**config.mk**
```make
export PLATFORM = sky130hd
export DESIGN_NAME = fifo_wr_arbiter_flat
export DESIGN_NICKNAME = d
export VERILOG_FILES = /design/src/rtl/fifo_arb_pkg.sv /design/src/rtl/fifo_wr_arbiter_if.sv /design/src/rtl/fifo_wr_arbiter_rr.sv /design/src/rtl/fifo_wr_arbiter.sv /design/src/flat_wrapper.sv
export SDC_FILE = /design/constraint.sdc
export NUM_CORES = 1
export LEC_CHECK = 0
export CAP_MARGIN = 20
export CELL_PAD_IN_SITES_DETAIL_PLACEMENT = 1
export CELL_PAD_IN_SITES_GLOBAL_PLACEMENT = 1
export CORE_UTILIZATION = 30
export CTS_CLUSTER_SIZE = 30
export DETAILED_ROUTE_END_ITERATION = 8
export PLACE_DENSITY_LB_ADDON = 0.1
export SYNTH_ARGS = -nofsm -noshare
export SYNTH_HDL_FRONTEND = slang
export SYNTH_SLANG_ARGS = --single-unit
```
**constraint.sdc**
```tcl
create_clock -name clk -period 2.9 [get_ports clk]
set_input_delay 0.435 -clock clk [delete_from_list [all_inputs] [get_ports clk]]
set_output_delay 0.435 -clock clk [all_outputs]
set_load 0.1 [all_outputs]
```
**src/rtl/fifo_arb_pkg.sv**
```systemverilog
// Shared definitions for the FIFO write arbiter: parameter defaults, FSM
// encoding and an index-width helper.
package fifo_arb_pkg;

   localparam int unsigned NUM_REQ_DEF   = 4;
   localparam int unsigned DATA_W_DEF    = 16;
   localparam int unsigned MAX_BURST_DEF = 4;

   typedef enum logic [1:0] {
      IDLE  = 2'd0,
      GRANT = 2'd1,
      STALL = 2'd2
   } arb_state_e;

   // Width of an index into n items; a single item still needs one bit.
   function automatic int unsigned idx_w(input int unsigned n);
      return (n > 1) ? $clog2(n) : 1;
   endfunction

endpackage

```
**src/rtl/fifo_wr_arbiter_if.sv**
```systemverilog
// Requester-side and FIFO-write-side signals of the write arbiter.
interface fifo_wr_arbiter_if
   import fifo_arb_pkg::*;
#(
   parameter int unsigned NUM_REQ = NUM_REQ_DEF,
   parameter int unsigned DATA_W  = DATA_W_DEF
);
   localparam int unsigned GID_W = idx_w(NUM_REQ);

   logic [NUM_REQ-1:0]        req_valid;
   logic [NUM_REQ*DATA_W-1:0] req_data;
   logic [NUM_REQ-1:0]        req_ready;
   logic                      fifo_wen;
   logic [DATA_W-1:0]         fifo_wdata;
   logic                      fifo_full;
   logic                      fifo_prog_full;
   logic [GID_W-1:0]          grant_id;
   logic                      busy;

   modport master (
      input  req_valid, req_data, fifo_full, fifo_prog_full,
      output req_ready, fifo_wen, fifo_wdata, grant_id, busy
   );

   modport slave (
      output req_valid, req_data, fifo_full, fifo_prog_full,
      input  req_ready, fifo_wen, fifo_wdata, grant_id, busy
   );

endinterface

```
**src/rtl/fifo_wr_arbiter_rr.sv**
```systemverilog
// Combinational round-robin picker: first valid requester at or after the
// start pointer, wrapping modulo NUM_REQ.
module rr_arbiter
   import fifo_arb_pkg::*;
#(
   parameter  int unsigned NUM_REQ = NUM_REQ_DEF,
   localparam int unsigned GID_W   = idx_w(NUM_REQ)
) (
   input  logic [NUM_REQ-1:0] valid_i,
   input  logic [GID_W-1:0]   start_i,
   output logic [GID_W-1:0]   winner_o,
   output logic               any_valid_o
);

   // Scan farthest offset first so the nearest valid requester is written last.
   always_comb begin
      logic [GID_W-1:0] idx;
      winner_o = '0;
      idx      = '0;
      for (int unsigned k = 0; k < NUM_REQ; k++) begin
         idx = GID_W'((32'(start_i) + NUM_REQ - 1 - k) % NUM_REQ);
         if (valid_i[idx]) begin
            winner_o = idx;
         end
      end
   end

   assign any_valid_o = |valid_i;

endmodule

```
**src/rtl/fifo_wr_arbiter.sv**
```systemverilog
// Round-robin burst arbiter merging NUM_REQ beat streams into one FIFO write
// port, with full/prog-full throttling and registered write outputs.
module fifo_wr_arbiter
   import fifo_arb_pkg::*;
#(
   parameter int unsigned NUM_REQ   = NUM_REQ_DEF,
   parameter int unsigned DATA_W    = DATA_W_DEF,
   parameter int unsigned MAX_BURST = MAX_BURST_DEF
) (
   input  logic               clk,
   input  logic               rstn,
   fifo_wr_arbiter_if.master  bus
);

   localparam int unsigned GID_W = idx_w(NUM_REQ);
   localparam int unsigned CNT_W = $clog2(MAX_BURST + 1);

   arb_state_e        state_q, state_d;
   logic [GID_W-1:0]  grant_q, grant_d;
   logic [GID_W-1:0]  rr_ptr_q, rr_ptr_d;
   logic [CNT_W-1:0]  cnt_q, cnt_d;
   logic              wen_q, wen_d;
   logic [DATA_W-1:0] wdata_q, wdata_d;

   logic              throttle;
   logic              grant_valid;
   logic              burst_end;
   logic [GID_W-1:0]  next_ptr;
   logic [GID_W-1:0]  arb_start;
   logic [GID_W-1:0]  winner;
   logic              any_valid;
   logic [DATA_W-1:0] data_arr [NUM_REQ];

   for (genvar i = 0; i < NUM_REQ; i++) begin : g_unpack
      assign data_arr[i] = bus.req_data[i*DATA_W +: DATA_W];
   end

   assign throttle    = bus.fifo_full | bus.fifo_prog_full;
   assign grant_valid = bus.req_valid[grant_q];
   assign next_ptr    = (grant_q == GID_W'(NUM_REQ - 1)) ? '0 : grant_q + GID_W'(1);
   // At burst end the search already starts past the outgoing holder.
   assign arb_start   = (state_q == IDLE) ? rr_ptr_q : next_ptr;

   rr_arbiter #(.NUM_REQ(NUM_REQ)) u_rr (
      .valid_i     (bus.req_valid),
      .start_i     (arb_start),
      .winner_o    (winner),
      .any_valid_o (any_valid)
   );

   // State register
   always_ff @(posedge clk or negedge rstn) begin
      if (!rstn) begin
         state_q  <= IDLE;
         grant_q  <= '0;
         rr_ptr_q <= '0;
         cnt_q    <= '0;
         wen_q    <= 1'b0;
         wdata_q  <= '0;
      end else begin
         state_q  <= state_d;
         grant_q  <= grant_d;
         rr_ptr_q <= rr_ptr_d;
         cnt_q    <= cnt_d;
         wen_q    <= wen_d;
         wdata_q  <= wdata_d;
      end
   end

   // Next-state logic
   always_comb begin
      state_d   = state_q;
      grant_d   = grant_q;
      rr_ptr_d  = rr_ptr_q;
      cnt_d     = cnt_q;
      burst_end = 1'b0;
      unique case (state_q)
         IDLE: begin
            if (any_valid && !throttle) begin
               state_d = GRANT;
               grant_d = winner;
               cnt_d   = '0;
            end
         end
         GRANT: begin
            if (throttle) begin
               state_d = STALL;
            end else if (!grant_valid) begin
               burst_end = 1'b1;
            end else begin
               cnt_d = cnt_q + CNT_W'(1);
               if (cnt_q == CNT_W'(MAX_BURST - 1)) begin
                  burst_end = 1'b1;
               end
            end
         end
         STALL: begin
            if (!throttle) begin
               if (!grant_valid) begin
                  burst_end = 1'b1;
               end else begin
                  state_d = GRANT;
               end
            end
         end
         default: state_d = IDLE;
      endcase
      // Rotate and re-arbitrate in the same cycle; throttle is known low here.
      if (burst_end) begin
         rr_ptr_d = next_ptr;
         cnt_d    = '0;
         if (any_valid) begin
            state_d = GRANT;
            grant_d = winner;
         end else begin
            state_d = IDLE;
         end
      end
   end

   // Output logic
   always_comb begin
      bus.req_ready = '0;
      wen_d         = 1'b0;
      wdata_d       = wdata_q;
      if (state_q == GRANT && !throttle) begin
         bus.req_ready[grant_q] = 1'b1;
         if (grant_valid) begin
            wen_d   = 1'b1;
            wdata_d = data_arr[grant_q];
         end
      end
   end

   assign bus.fifo_wen   = wen_q;
   assign bus.fifo_wdata = wdata_q;
   assign bus.grant_id   = grant_q;
   assign bus.busy       = (state_q != IDLE);

endmodule

```
**src/flat_wrapper.sv**
```systemverilog
// flat-port wrapper written by rule: the top's interface ports become plain ports
module fifo_wr_arbiter_flat import fifo_arb_pkg::*;
#(
   parameter int unsigned NUM_REQ   = NUM_REQ_DEF,
   parameter int unsigned DATA_W    = DATA_W_DEF,
   parameter int unsigned MAX_BURST = MAX_BURST_DEF
)
  (clk, rstn, bus_req_valid, bus_req_data, bus_fifo_full, bus_fifo_prog_full, bus_req_ready, bus_fifo_wen, bus_fifo_wdata, bus_grant_id, bus_busy);
  fifo_wr_arbiter_if #(.NUM_REQ(NUM_REQ), .DATA_W(DATA_W)) bus_i ();
  input  logic clk;
  input  logic rstn;
  input wire logic [$bits(bus_i.req_valid)-1:0] bus_req_valid;
  input wire logic [$bits(bus_i.req_data)-1:0] bus_req_data;
  input wire logic [$bits(bus_i.fifo_full)-1:0] bus_fifo_full;
  input wire logic [$bits(bus_i.fifo_prog_full)-1:0] bus_fifo_prog_full;
  output wire logic [$bits(bus_i.req_ready)-1:0] bus_req_ready;
  output wire logic [$bits(bus_i.fifo_wen)-1:0] bus_fifo_wen;
  output wire logic [$bits(bus_i.fifo_wdata)-1:0] bus_fifo_wdata;
  output wire logic [$bits(bus_i.grant_id)-1:0] bus_grant_id;
  output wire logic [$bits(bus_i.busy)-1:0] bus_busy;
  assign bus_i.req_valid = bus_req_valid;
  assign bus_i.req_data = bus_req_data;
  assign bus_i.fifo_full = bus_fifo_full;
  assign bus_i.fifo_prog_full = bus_fifo_prog_full;
  assign bus_req_ready = bus_i.req_ready;
  assign bus_fifo_wen = bus_i.fifo_wen;
  assign bus_fifo_wdata = bus_i.fifo_wdata;
  assign bus_grant_id = bus_i.grant_id;
  assign bus_busy = bus_i.busy;
  fifo_wr_arbiter #(.NUM_REQ(NUM_REQ), .DATA_W(DATA_W), .MAX_BURST(MAX_BURST)) u_core (.clk(clk), .rstn(rstn), .bus(bus_i));
endmodule
```
==> Word-level counts from Yosys, hierarchy flattened <==
Cells that the tools add are included.
{ "totals": {"input_bits": 72, "out_inout_bits": 24, "word_cells": 89, "reg_bits": 26} }
{ "classes": {"eq_ne": 10, "addsub": 7, "order_cmp": 7, "n_mux": 46, "n_reduce_logical": 11, "bitwise": 2} }
{ "ops": {"columns": ["operator", "count"], "rows": [
  ["binary-select mux 16 bit (select 2 bit)", 1],
  ["two-way mux 16 bit", 2],
  ["two-way mux 2 bit", 15],
  ["< comparator 2 x 3 -> 1 bit (second input constant)", 5],
  ["two-way mux 1 bit", 14],
  ["two-way mux 3 bit", 4],
  ["binary-select mux 1 bit (select 2 bit)", 5],
  ["!= test 3 x 1 -> 1 bit (second input constant)", 3],
  ["AND reduction 4 bit", 2],
  ["!= test 3 bit (second input constant)", 2],
  ["one-hot mux 2 bit (3 select lines)", 1],
  ["one-hot mux 3 bit (2 select lines)", 1],
  ["adder 2 x 1 -> 2 bit (second input constant)", 2],
  ["equality test 2 bit (second input constant)", 2],
  ["two-way mux 4 bit", 1],
  ["OR reduction 4 bit", 1],
  ["subtractor 2 x 1 -> 2 bit (second input constant)", 2],
  ["subtractor 2 bit (second input constant)", 2],
  ["adder 3 x 1 -> 3 bit (second input constant)", 1],
  ["equality test 3 x 2 -> 1 bit (second input constant)", 1],
  [">= comparator 3 bit (second input constant)", 1],
  ["logical AND 1 bit", 3],
  ["!= test 3 x 2 -> 1 bit (second input constant)", 1],
  ["inverter 2 -> 3 bit", 1],
  ["other kinds (10)", 10]
]} }

==> Depth between registers and ports, before layout <==
Gate-level depths: netlist (run 1).
{ "depth": {"word_depth": 15, "depth_mapped": 9} }

==> By module <==
From an unflattened synthesis (run 1), not the netlist that was laid out.
{ "hier_totals": {"hier_cells": 132, "hier_area_um2": 1773.0} }
{ "modules_own_cells": {"columns": ["mod", "instances", "seq_area_each_um2", "area_each_um2", "cells_per_inst"], "rows": [
  ["fifo_wr_arbiter", 1, 650.6, 1700.4, 120],
  ["rr_arbiter", 1, 0.0, 72.6, 12]
]} }

==> Worst setup path before layout (run 1) <==
No wires, ideal clock.
{ "synth_path": {"path_type": "register to register", "from": "reg u_core.grant_q[0], in the netlist u_core.bus.grant_id[0]", "to": "reg u_core.grant_q[0], in the netlist u_core.bus.grant_id[0]", "path_slack_ps": -85, "setup_time_ps": 95, "arrival_ps": 2890, "synth_period_minus_slack_ps": 2985, "n_path_buf": 3, "stages_incl_launch_ff": 9, "path_cell_list": "dfrtp_1 > buf_6 > buf_2 > buf_2 > inv_1 > ha_1 > mux2_2 > a32o_1 > o31ai_1"} }
{ "synth_via": {"elab_chain_cells": 15, "elab_cells_between_ends": 32} }
{ "synth_lines": {"columns": ["item", "line_no", "text"], "rows": [
  ["start: declaration", "fifo_wr_arbiter.sv:19", "logic [GID_W-1:0] grant_q, grant_d;"],
  ["start signal: assignment", "fifo_wr_arbiter.sv:62", "grant_q <= grant_d;"],
  ["adder 2 x 1 -> 2 bit or equality test 2 bit (tied branches)", "fifo_wr_arbiter.sv:40", "assign next_ptr = (grant_q == GID_W'(NUM_REQ - 1)) ? '0 : grant_q + GID_W'(1);"],
  ["two-way mux 2 bit *", "fifo_wr_arbiter.sv:40", null],
  ["via u_core.next_ptr[1]", "fifo_wr_arbiter.sv:28", "logic [GID_W-1:0] next_ptr;"],
  ["two-way mux 2 bit *", "fifo_wr_arbiter.sv:42", "assign arb_start = (state_q == IDLE) ? rr_ptr_q : next_ptr;"],
  ["adder 2 x 1 -> 2 bit *", "fifo_wr_arbiter_rr.sv:21", "idx = GID_W'((32'(start_i) + NUM_REQ - 1 - k) % NUM_REQ);"],
  ["subtractor 2 x 1 -> 2 bit *", "fifo_wr_arbiter_rr.sv:21", null],
  ["subtractor 2 x 1 -> 2 bit or binary-select mux 1 bit (select 2 bit) (tied branches)", "fifo_wr_arbiter_rr.sv:21, fifo_wr_arbiter_rr.sv:22", null],
  ["binary-select mux 1 bit (select 2 bit) or two-way mux 1 bit (tied branches)", "fifo_wr_arbiter_rr.sv:22", "if (valid_i[idx]) begin"],
  ["two-way mux 1 bit (not written as such) or two-way mux 2 bit (tied branches)", "fifo_wr_arbiter_rr.sv:22", null],
  ["two-way mux 2 bit (2 in a row)", "fifo_wr_arbiter_rr.sv:22", null],
  ["two-way mux 2 bit *", "fifo_wr_arbiter_rr.sv:22", null],
  ["two-way mux 2 bit", "fifo_wr_arbiter.sv:79", "if (any_valid && !throttle) begin"],
  ["two-way mux 2 bit", "fifo_wr_arbiter.sv:77", "unique case (state_q)"],
  ["two-way mux 2 bit", "fifo_wr_arbiter.sv:112", "if (any_valid) begin"],
  ["two-way mux 2 bit *", "fifo_wr_arbiter.sv:109", "if (burst_end) begin"],
  ["via u_core.grant_d[0]", "fifo_wr_arbiter.sv:19", null]
]} }
Mark *: on every way through the listed nets, which the timed path passes. The rest lies on a longest branch. The select of a mux whose other input is x is not followed.
A chain may end at the register's enable or synchronous reset.

==> Worst setup path after layout (run 1) <==
{ "layout_path": {"from": "in bus_fifo_prog_full", "to": "out bus_req_ready[3]"} }
{ "layout_via": {"elab_chain_cells": 4} }
{ "layout_lines": {"columns": ["item", "line_no", "text"], "rows": [
  ["start: declaration", "flat_wrapper.sv:15", "input wire logic [$bits(bus_i.fifo_prog_full)-1:0] bus_fifo_prog_full;"],
  ["OR 1 bit", "fifo_wr_arbiter.sv:38", "assign throttle = bus.fifo_full | bus.fifo_prog_full;"],
  ["zero test 1 bit", "fifo_wr_arbiter.sv:126", "if (state_q == GRANT && !throttle) begin"],
  ["logical AND 1 bit", "fifo_wr_arbiter.sv:126", null],
  ["two-way mux 4 bit", "fifo_wr_arbiter.sv:126", null],
  ["end: declaration", "flat_wrapper.sv:16", "output wire logic [$bits(bus_i.req_ready)-1:0] bus_req_ready;"]
]} }
No other way between the ends.

==> flow_summary_export.csv, run 1 <==
group,metric,value,unit
clock_network,clockRootBuffer,"clkbuf_8",
yosys,synth_area_leaders,"dfrtp_1, mux4_2, mux2_2",
floorplan,die-height,81.18,um
clock_network,cts_buffers,3,
critical_path,endpoint_kind,"primary output",
timing,setup_viol,0,
clock_network,cts_max_path_buffers,2,
floorplan,die-area,6589,sq um
yosys,synth_mux_area_share,32.80,%
clock_network,cts.clk_slew.worst_paths,0.09,ns
routing,drc,0,
grt,grtUsageMet2,29.33,%
timing,slew_headroom,68.20,%
pwr,p_total,3.201,mW
yosys,synth.cell_area,1881,sq um
yosys,syn_avg_cell_area,12.21,sq um
final_layout,final_common_cell,"clkdlybuf4s50_1",
clock_network,post_cts_buffers,0,
timing,finClkSkew,0.004585,ns
yosys,postSynthCellCount,154,
routing,drt_iter0_drc,76,
critical_path,setup.worst_path.start_class,"input pin",
grt,grt_max_degree,27,
run_status,status,"completed",
floorplan,core_area,5991,sq um
placed_design,place_congestion,0.7457,
yosys,synthXorXnorAreaFrac,0,%
final_layout,final_util,49.54,%
critical_path,required,2.47,ns
yosys,yosysTopAreaCell,"dfrtp_1",
timing,tightestPinTransition,0.4753,ns
yosys,synthAdderAreaFrac,6.653,%
routing,drt_first_pass_iters,3,
flow_run,cap_violations,0,
timing,tns,0,ns
clock_network,cts-htree-levels,1,
floorplan,num_io_pins,96,
timing,rsz0062_at_grt,"no",
timing,finalCriticalPeriod,2.264,ns
critical_path,critPathKind,"in -> out",
grt,antenna_found_initial,0,
grt,grt_pass1_vias,1677,
final_layout,layout-drive-gt1-share,30.56,%
routing,num_vias,1644,
clock_network,cts_resized,0,
routing,finalWirelength,5.553,mm
yosys,ys_types,35,
clock_network,cts_tree,"done",
yosys,synth_top_area_share,34.60,%
yosys,yosys_warnings,0,
grt,overflow,0,
routing,drtAntennaViolNets,0,
yosys,synth_compound_gate_area_share,12.24,%
grt,grt.total_usage,17.09,%
routing,drt-wirelength-per-cell,16.98,um
placed_design,portBuffers,95,
pwr,powerDensity,1079,nW/um^2
clock_network,ctsHoldBuffers,0,
pwr,power.leakage,1.218,nW
floorplan,dieWidth,81.18,um
yosys,synth_nets,236,
floorplan,start_util,31.39,%
final_layout,n_antenna_cell,0,
final_layout,mostFrequentLayoutCells,"clkdlybuf4s50_1, buf_4, dfrtp_1",
critical_path,critPathMaxFanout,8,
critical_path,cp.arrival,1.83,ns
grt,met1_usage,22.03,%
grt,grt_pass1_wl,8.487,mm
worst_hold_path,hold_class,"reg -> reg",
timing,finalMaxSlewViolations,0,
yosys,synth-seq-cells,26,
yosys,synth_simple_gate_area_share,8.916,%
timing,finalHoldViolCount,0,
pwr,ir_drop,0.0007629,V
routing,via_per_inst,5.028,
final_layout,fill_cells,634,
timing,fin_hold_ws,0.5149,ns
floorplan,rows,28,
final_layout,fin_nets,335,
placed_design,post-dp-hpwl,4.537,mm
final_layout,area_delta_synth_final,57.82,%
grt,grt_busiest_layer,"met2",
yosys,synth_top_family_by_area,"multiplexers",
clock_network,clock_sinks,26,
clock_network,insertion_delay,0.27,ns
grt,use_met3,3.820,%
yosys,synth_seq_area_share,34.60,%
timing,period_share,78.06,%
timing,max_freq,441.7,MHz
-- through the flow --
| stage | setup slack, ns | std cells | cell area [sq um] |
|---|---|---|---|
| floorplan | 0.02260 | 154 | 1882 |
| global placement | 0.4473 | 323 | 2913 |
| detailed placement | 0.3570 | 323 | 2913 |
| CTS | 0.6425 | 327 | 2968 |
| global route | 0.5208 | 327 | 2968 |
| finish | 0.6362 | 327 | 2968 |
-- cell usage after synthesis --
| master | count |
|---|---|
| o2111a_1 | 1 |
| and2_1 | 1 |
| inv_1 | 11 |
| o21a_1 | 2 |
| a2111o_1 | 1 |
| nor2_1 | 6 |
| o31ai_1 | 2 |
| nor4_1 | 1 |
| and3_1 | 5 |
| buf_4 | 1 |
| ha_1 | 10 |
| mux2i_1 | 2 |
| or3b_2 | 3 |
| o211ai_1 | 4 |
| o21ai_0 | 7 |
| a32o_1 | 1 |
| or2_2 | 1 |
| buf_2 | 3 |
| dfrtp_1 | 26 |
| mux4_2 | 17 |
| o211a_1 | 1 |
| buf_6 | 2 |
| mux2_2 | 19 |
| a211oi_1 | 3 |
| buf_1 | 1 |
| a21oi_1 | 4 |
| nand2b_1 | 2 |
| or3_1 | 3 |
| a21o_1 | 2 |
| o2bb2ai_1 | 1 |
| nand2_1 | 6 |
| o221a_2 | 1 |
| or4_1 | 2 |
| a21oi_2 | 1 |
| a31oi_1 | 1 |
-- kinds of logic (layout without fill, tap and decap cells) --
family                   after synthesis  after routing
AO/OA/AOI/OAI                         32             32
flip-flops                            26             26
AND/OR/NAND/NOR                       30             30
buffers and inverters                 18            116
multiplexers                          38             38
adder cells (fa/ha/maj)               10             10
-- flip-flops by register name (all words and copies together) (netlist names) --
register,cells
u_core.bus.fifo_wdata,16
u_core.rr_ptr_q,2
u_core.bus.fifo_wen,1
u_core.state_q,2
u_core.bus.grant_id,2
u_core.cnt_q,3
-- area by class of cell --
| class | count | area (sq um) | area share [%] |
|---|---|---|---|
| multi-input combinational | 110 | 1140 | 38.41 |
| timing repair buffer | 101 | 985.9 | 33.22 |
| sequential | 26 | 651.9 | 21.96 |
| tap | 75 | 93.84 | 3.162 |
| clock buffer | 4 | 55.05 | 1.855 |
| inverter | 11 | 41.29 | 1.391 |
-- where the power goes --
part	switching [mW]	internal, mW	total (mW)
clock	0.114	0.121	0.236
sequential	0.118	0.527	0.645
combinational	1.56	0.763	2.32
total	1.79	1.41	3.20
-- routing by layer --
metal  up-vias  share of wire (%)
li1        789                  -
met1       804                 42
met2        49                 49
met3         2                7.7
met4         0               0.41
met5         -                  0
-- worst paths after layout --
check | start | to | slack (ns) | depth (start not counted)
max in group asynchronous | rstn | u_core.bus.grant_id[0]$_DFF_PN0_ | 2.08 | 2
hold / removal | u_core.bus.fifo_wdata[7]$_DFFE_PN0P_ | u_core.bus.fifo_wdata[7]$_DFFE_PN0P_ | 0.51 | 1
min in group asynchronous | rstn | u_core.bus.fifo_wdata[8]$_DFFE_PN0P_ | 0.54 | 2
setup reg to reg | u_core.state_q[0]$_DFFE_PN0P_ | u_core.bus.grant_id[0]$_DFF_PN0_ | 0.70 | 6
setup / recovery | bus_fifo_prog_full | bus_req_ready[3] | 0.64 | 4
hold reg to reg | u_core.bus.fifo_wdata[7]$_DFFE_PN0P_ | u_core.bus.fifo_wdata[7]$_DFFE_PN0P_ | 0.51 | 1
-- worst max-delay path, cell delays in order --
cell	delay, ns
clkdlybuf4s50_1	0.48
nor2_1	0.42
and3_1	0.29
buf_12	0.19
(Power assumes the default switching activity.)
==> inputs of run 2 (changes only) <==
CORE_UTILIZATION = 27   (was 30)
clock period = 1.9 ns   (was 2.9 ns; I/O delays follow)
==> flow_summary_export.csv, run 2 (synthesis results as in run 1) <==
group,metric,value,unit
floorplan,dieWidth,85.46,um
clock_network,cts_tree,"done",
floorplan,start_util,27.83,%
routing,drtAntennaViolNets,0,
clock_network,cts_max_path_buffers,2,
final_layout,final_util,49.28,%
critical_path,r2r_setup_slack,-0.05,ns
critical_path,setup.worst_path.start_class,"register",
timing,slew_headroom,76.17,%
critical_path,crit_chain,"inv_2 > ha_4 > or3b_4 > a2111o_1 > o21a_1 > o31ai_1",
pwr,powerDensity,1649,nW/um^2
final_layout,final_common_cell,"clkdlybuf4s50_1",
floorplan,num_io_pins,96,
clock_network,cts-htree-levels,1,
critical_path,r2r_start,"u_core.state_q[1]$_DFFE_PN0P_",
grt,grt_pass1_vias,1854,
clock_network,clockRootBuffer,"clkbuf_8",
timing,rsz0062_at_grt,"yes",
final_layout,layout-drive-gt1-share,42.39,%
grt,overflow,0,
critical_path,slowest_stage,"dfrtp_1",
floorplan,die-height,85.46,um
timing,finalCriticalPeriod,1.953,ns
grt,grt.total_usage,16.14,%
placed_design,placed_cells,351,
critical_path,critPathMaxFanout,2,
grt,grt_max_degree,27,
worst_hold_path,hold_class,"in -> async",
clock_network,cts.clk_slew.worst_paths,0.10,ns
final_layout,fin_cells,356,
timing,setup_viol,2,
critical_path,cpPeakStageDelay,0.40,ns
floorplan,rows,30,
critical_path,required,2.08,ns
timing,worst_slack,-0.05325,ns
clock_network,clock_sinks,26,
timing,finalHoldViolCount,0,
pwr,power.leakage,1.377,nW
final_layout,mostFrequentLayoutCells,"clkdlybuf4s50_1, buf_4, dfrtp_1",
routing,drt_first_pass_iters,3,
grt,grt_pass1_wl,9.280,mm
timing,max_freq,512.0,MHz
flow_run,cap_violations,0,
routing,finalWirelength,5.653,mm
placed_design,place_congestion,0.7310,
timing,period_share,102.8,%
run_status,violations,"negative setup slack",
placed_design,post-dp-hpwl,4.571,mm
clock_network,cts_buffers,3,
pwr,clkPwrFrac,8.5,%
critical_path,cp.arrival,2.13,ns
floorplan,die-area,7303,sq um
critical_path,endpoint_kind,"register",
timing,tns,-0.07492,ns
placed_design,place_ws,-0.3849,ns
final_layout,largest_reg_flops,16,
floorplan,core_area,6756,sq um
placed_design,placed_cell_area,3221,sq um
placed_design,portBuffers,95,
final_layout,area_delta_synth_final,77.05,%
critical_path,critPathKind,"reg -> reg",
routing,num_vias,1765,
pwr,combPwrFrac,73.6,%
timing,finalMaxSlewViolations,0,
pwr,seqPwrFrac,17.9,%
final_layout,n_antenna_cell,0,
pwr,switchingPower,2.863,mW
final_layout,fin_nets,359,
grt,antenna_found_initial,0,
critical_path,reg2reg_depth,6,
pwr,ir_drop,0.0009924,V
timing,tightestPinTransition,0.3575,ns
routing,via_per_inst,4.958,
clock_network,ctsHoldBuffers,0,
critical_path,reg2reg_to,"u_core.bus.grant_id[1]$_DFF_PN0_",
final_layout,finalInstanceArea,3329,sq um
pwr,p_total,5.492,mW
routing,drc,0,
routing,drt-wirelength-per-cell,15.88,um
timing,finClkSkew,0.003088,ns
timing,fin_hold_ws,0.3842,ns
clock_network,insertion_delay,0.27,ns
routing,drt_iter0_drc,25,
run_status,status,"complete, but fails checks",
pwr,p_int,2.629,mW
pwr,p_sw_share,52.13,%
==> run 2: worst max path at each step <==
stage / startpoint / slack [ns] / cells after the start / end
CTS: u_core.bus.grant_id[0]$_DFF_PN0_ / -0.06 / 4 / u_core.bus.grant_id[1]$_DFF_PN0_
finish: u_core.state_q[1]$_DFFE_PN0P_ / -0.05 / 6 / u_core.bus.grant_id[1]$_DFF_PN0_
global placement: bus_req_valid[0] / -0.30 / 5 / u_core.bus.grant_id[1]$_DFF_PN0_
detailed placement: bus_req_valid[0] / -0.38 / 5 / u_core.bus.grant_id[0]$_DFF_PN0_
global route: u_core.state_q[1]$_DFFE_PN0P_ / -0.13 / 7 / u_core.bus.grant_id[0]$_DFF_PN0_
floorplan: u_core.bus.grant_id[0]$_DFF_PN0_ / -0.31 / 5 / u_core.rr_ptr_q[0]$_DFFE_PN0P_
==> run 2: area by class of cell <==
cell class / count / area [sq um]
multi-input combinational: 110 / 1227
fill: 724 / 3427
timing repair buffer: 125 / 1220
tap: 80 / 100.1
sequential: 26 / 658.1
inverter: 11 / 52.55
clock inverter: 1 / 30.03
clock buffer: 3 / 41.29
==> run 2: power groups by stage <==
stage,logic (mW),clock network (mW),registers [mW]
2_1_floorplan,1.56,0,2.34
3_3_place_gp,3.98,0,0.983
3_5_place_dp,4.00,0,0.997
4_1_cts,4.06,0.488,0.987
5_1_grt,4.27,0.510,1.02
6_report,4.04,0.467,0.984
==> run 2: what timing repair did <==
| action | 4_1_cts | 5_1_grt |
|---|---|---|
| buffers inserted | 0 | 1 |
| hold endpoints to repair | 0 | 0 |
| pin swaps | 4 | 2 |
| gates resized for setup | 6 | 4 |
| setup endpoints to repair | 5 | 8 |
==> run 2: routing by layer <==
metal | global-route usage [%] | wire length, um
met1 | 19.95 | 2423
met2 | 29.67 | 2888
met3 | 3.405 | 317
met4 | 1.818 | 24
met5 | 0 | 0
==> run 2: worst max-delay path, delay by kind of cell, from the launching register on <==
| kind | cells | cell delay, ns |
|---|---|---|
| AO/OA/AOI/OAI | 3 | 0.76 |
| flip-flops | 1 | 0.40 |
| AND/OR/NAND/NOR | 1 | 0.37 |
| adder cells (fa/ha/maj) | 1 | 0.26 |
| buffers and inverters | 1 | 0.07 |
==> inputs of run 3 (changes only) <==
CORE_UTILIZATION = 32   (was 27)
HOLD_SLACK_MARGIN = 0.12   (was not set)
clock period = 2.55 ns   (was 1.9 ns; I/O delays follow)
==> flow_summary_export.csv, run 3 (synthesis results as in run 1) <==
group,metric,value,unit
run_status,status,"completed",
timing,finalHoldViolCount,0,
timing,rsz0062_at_grt,"no",
clock_network,ctsHoldBuffers,0,
clock_network,clock_sinks,26,
routing,num_vias,1725,
placed_design,place_congestion,0.7504,
worst_hold_path,hold_class,"in -> async",
clock_network,cts_buffers,3,
clock_network,clockRootBuffer,"clkbuf_8",
clock_network,cts_max_path_buffers,2,
routing,drt_first_pass_iters,4,
routing,finalWirelength,5.822,mm
final_layout,largest_reg_flops,16,
routing,drt-wirelength-per-cell,17.75,um
critical_path,endpoint_kind,"register",
final_layout,area_delta_synth_final,59.55,%
final_layout,final_common_cell,"clkdlybuf4s50_1",
critical_path,setup.worst_path.start_class,"register",
timing,max_freq,453.2,MHz
critical_path,critPathKind,"reg -> reg",
clock_network,insertion_delay,0.27,ns
placed_design,post-dp-hpwl,4.583,mm
timing,setup_viol,0,
placed_design,place_ws,0.1196,ns
final_layout,fin_nets,339,
timing,finalMaxSlewViolations,0,
grt,antenna_found_initial,0,
grt,overflow,0,
routing,via_per_inst,5.259,
pwr,ir_drop,0.0007564,V
floorplan,rows,27,
grt,grt_max_degree,27,
floorplan,die-area,6187,sq um
critical_path,cp.arrival,2.39,ns
critical_path,r2r_start,"u_core.state_q[0]$_DFFE_PN0P_",
timing,worst_slack,0.3434,ns
final_layout,n_antenna_cell,0,
pwr,power.leakage,1.235,nW
critical_path,r2r_setup_slack,0.34,ns
flow_run,cap_violations,0,
floorplan,num_io_pins,96,
timing,slew_headroom,77.12,%
routing,drt_iter0_drc,36,
clock_network,cts_resized,0,
grt,grt_pass1_wl,9.170,mm
clock_network,cts_tree,"done",
timing,finClkSkew,0.003231,ns
final_layout,mostFrequentLayoutCells,"clkdlybuf4s50_1, buf_4, dfrtp_1",
timing,period_share,86.53,%
floorplan,core_area,5574,sq um
routing,drc,0,
grt,grt_pass1_vias,1777,
floorplan,start_util,33.74,%
clock_network,cts-htree-levels,1,
timing,tightestPinTransition,0.3433,ns
clock_network,cts.clk_slew.worst_paths,0.09,ns
critical_path,reg2reg_depth,6,
routing,drtAntennaViolNets,0,
clock_network,post_cts_buffers,0,
critical_path,reg2reg_to,"u_core.bus.grant_id[0]$_DFF_PN0_",
placed_design,portBuffers,95,
grt,grt.total_usage,19.13,%
pwr,powerDensity,1215,nW/um^2
critical_path,critPathMaxFanout,4,
critical_path,required,2.73,ns
timing,finalCriticalPeriod,2.207,ns
timing,tns,0,ns
floorplan,die-height,78.66,um
final_layout,layout-drive-gt1-share,32.81,%
floorplan,dieWidth,78.66,um
[run 3: cell types whose count changed in the layout (fill, tap and decap cells not counted), moves of 2 or more]
cell	delta
and3_4	-3
inv_1	+4
buf_12	-4
mux2_4	-2
dlygate4sd2_1	-2
inv_2	-2
mux2_2	+2
or3b_2	+2
or3b_4	-2
buf_4	-15
and3_1	+2
clkdlybuf4s50_1	+3
ha_1	+3
ha_4	-3
[run 3: how the worst max path moves through the flow]
stage	to	startpoint	depth (start not counted)
floorplan	u_core.bus.grant_id[0]$_DFF_PN0_	u_core.bus.grant_id[1]$_DFF_PN0_	7
global placement	u_core.state_q[0]$_DFFE_PN0P_	bus_fifo_prog_full	5
detailed placement	u_core.state_q[0]$_DFFE_PN0P_	bus_fifo_prog_full	5
CTS	u_core.bus.grant_id[0]$_DFF_PN0_	u_core.state_q[0]$_DFFE_PN0P_	6
global route	u_core.bus.grant_id[0]$_DFF_PN0_	u_core.state_q[0]$_DFFE_PN0P_	6
finish	u_core.bus.grant_id[0]$_DFF_PN0_	u_core.state_q[0]$_DFFE_PN0P_	6
[run 3: through the flow]
step	std cells	total power [mW]	cell area (sq um)	hold slack [ns]	util, %
after detailed placement	324	3.400	2945	0.4980	52.84
after CTS	328	3.692	3000	0.4791	53.83
final	328	3.647	3000	0.4700	53.83
after global placement	324	3.365	2945	0.4884	52.84
after global routing	328	3.842	3000	0.5053	53.83
after floorplan	154	2.756	1891	0.08691	-
[run 3: layout make-up]
cell class              instances  area (sq um)
fillers                       605          2574
multi-input cells             110          1142
repair buffers                105          1016
flip-flops and latches         26         655.6
well taps                      72         90.09
clock buffers                   4         55.05
inverters                      11         41.29
[run 3: power by group]
group	total, mW	leakage, nW	internal [mW]	switching [mW]
Clock	0.270	0.0288	0.138	0.132
Combinational	2.59	0.885	0.867	1.72
Sequential	0.788	0.322	0.604	0.184
[run 3: critical path, cell delays in order, from the launching register on]
cell and delay (ns):
dfrtp_1 0.41, inv_1 0.08, ha_1 0.31, or3b_2 0.50, a2111o_1 0.45, o21a_1 0.14, o31ai_1 0.24
[run 3: per-layer routing]
layer  part of all wire, %  GRT usage (%)  routed length, um  up-vias
li1                      -              -                  -      803
met1                    44          24.74               2587      862
met2                    48          32.87               2819       55
met3                   6.2          3.488                361        5
met4                  0.93          4.444                 54        0
met5                     0              0                  0        -
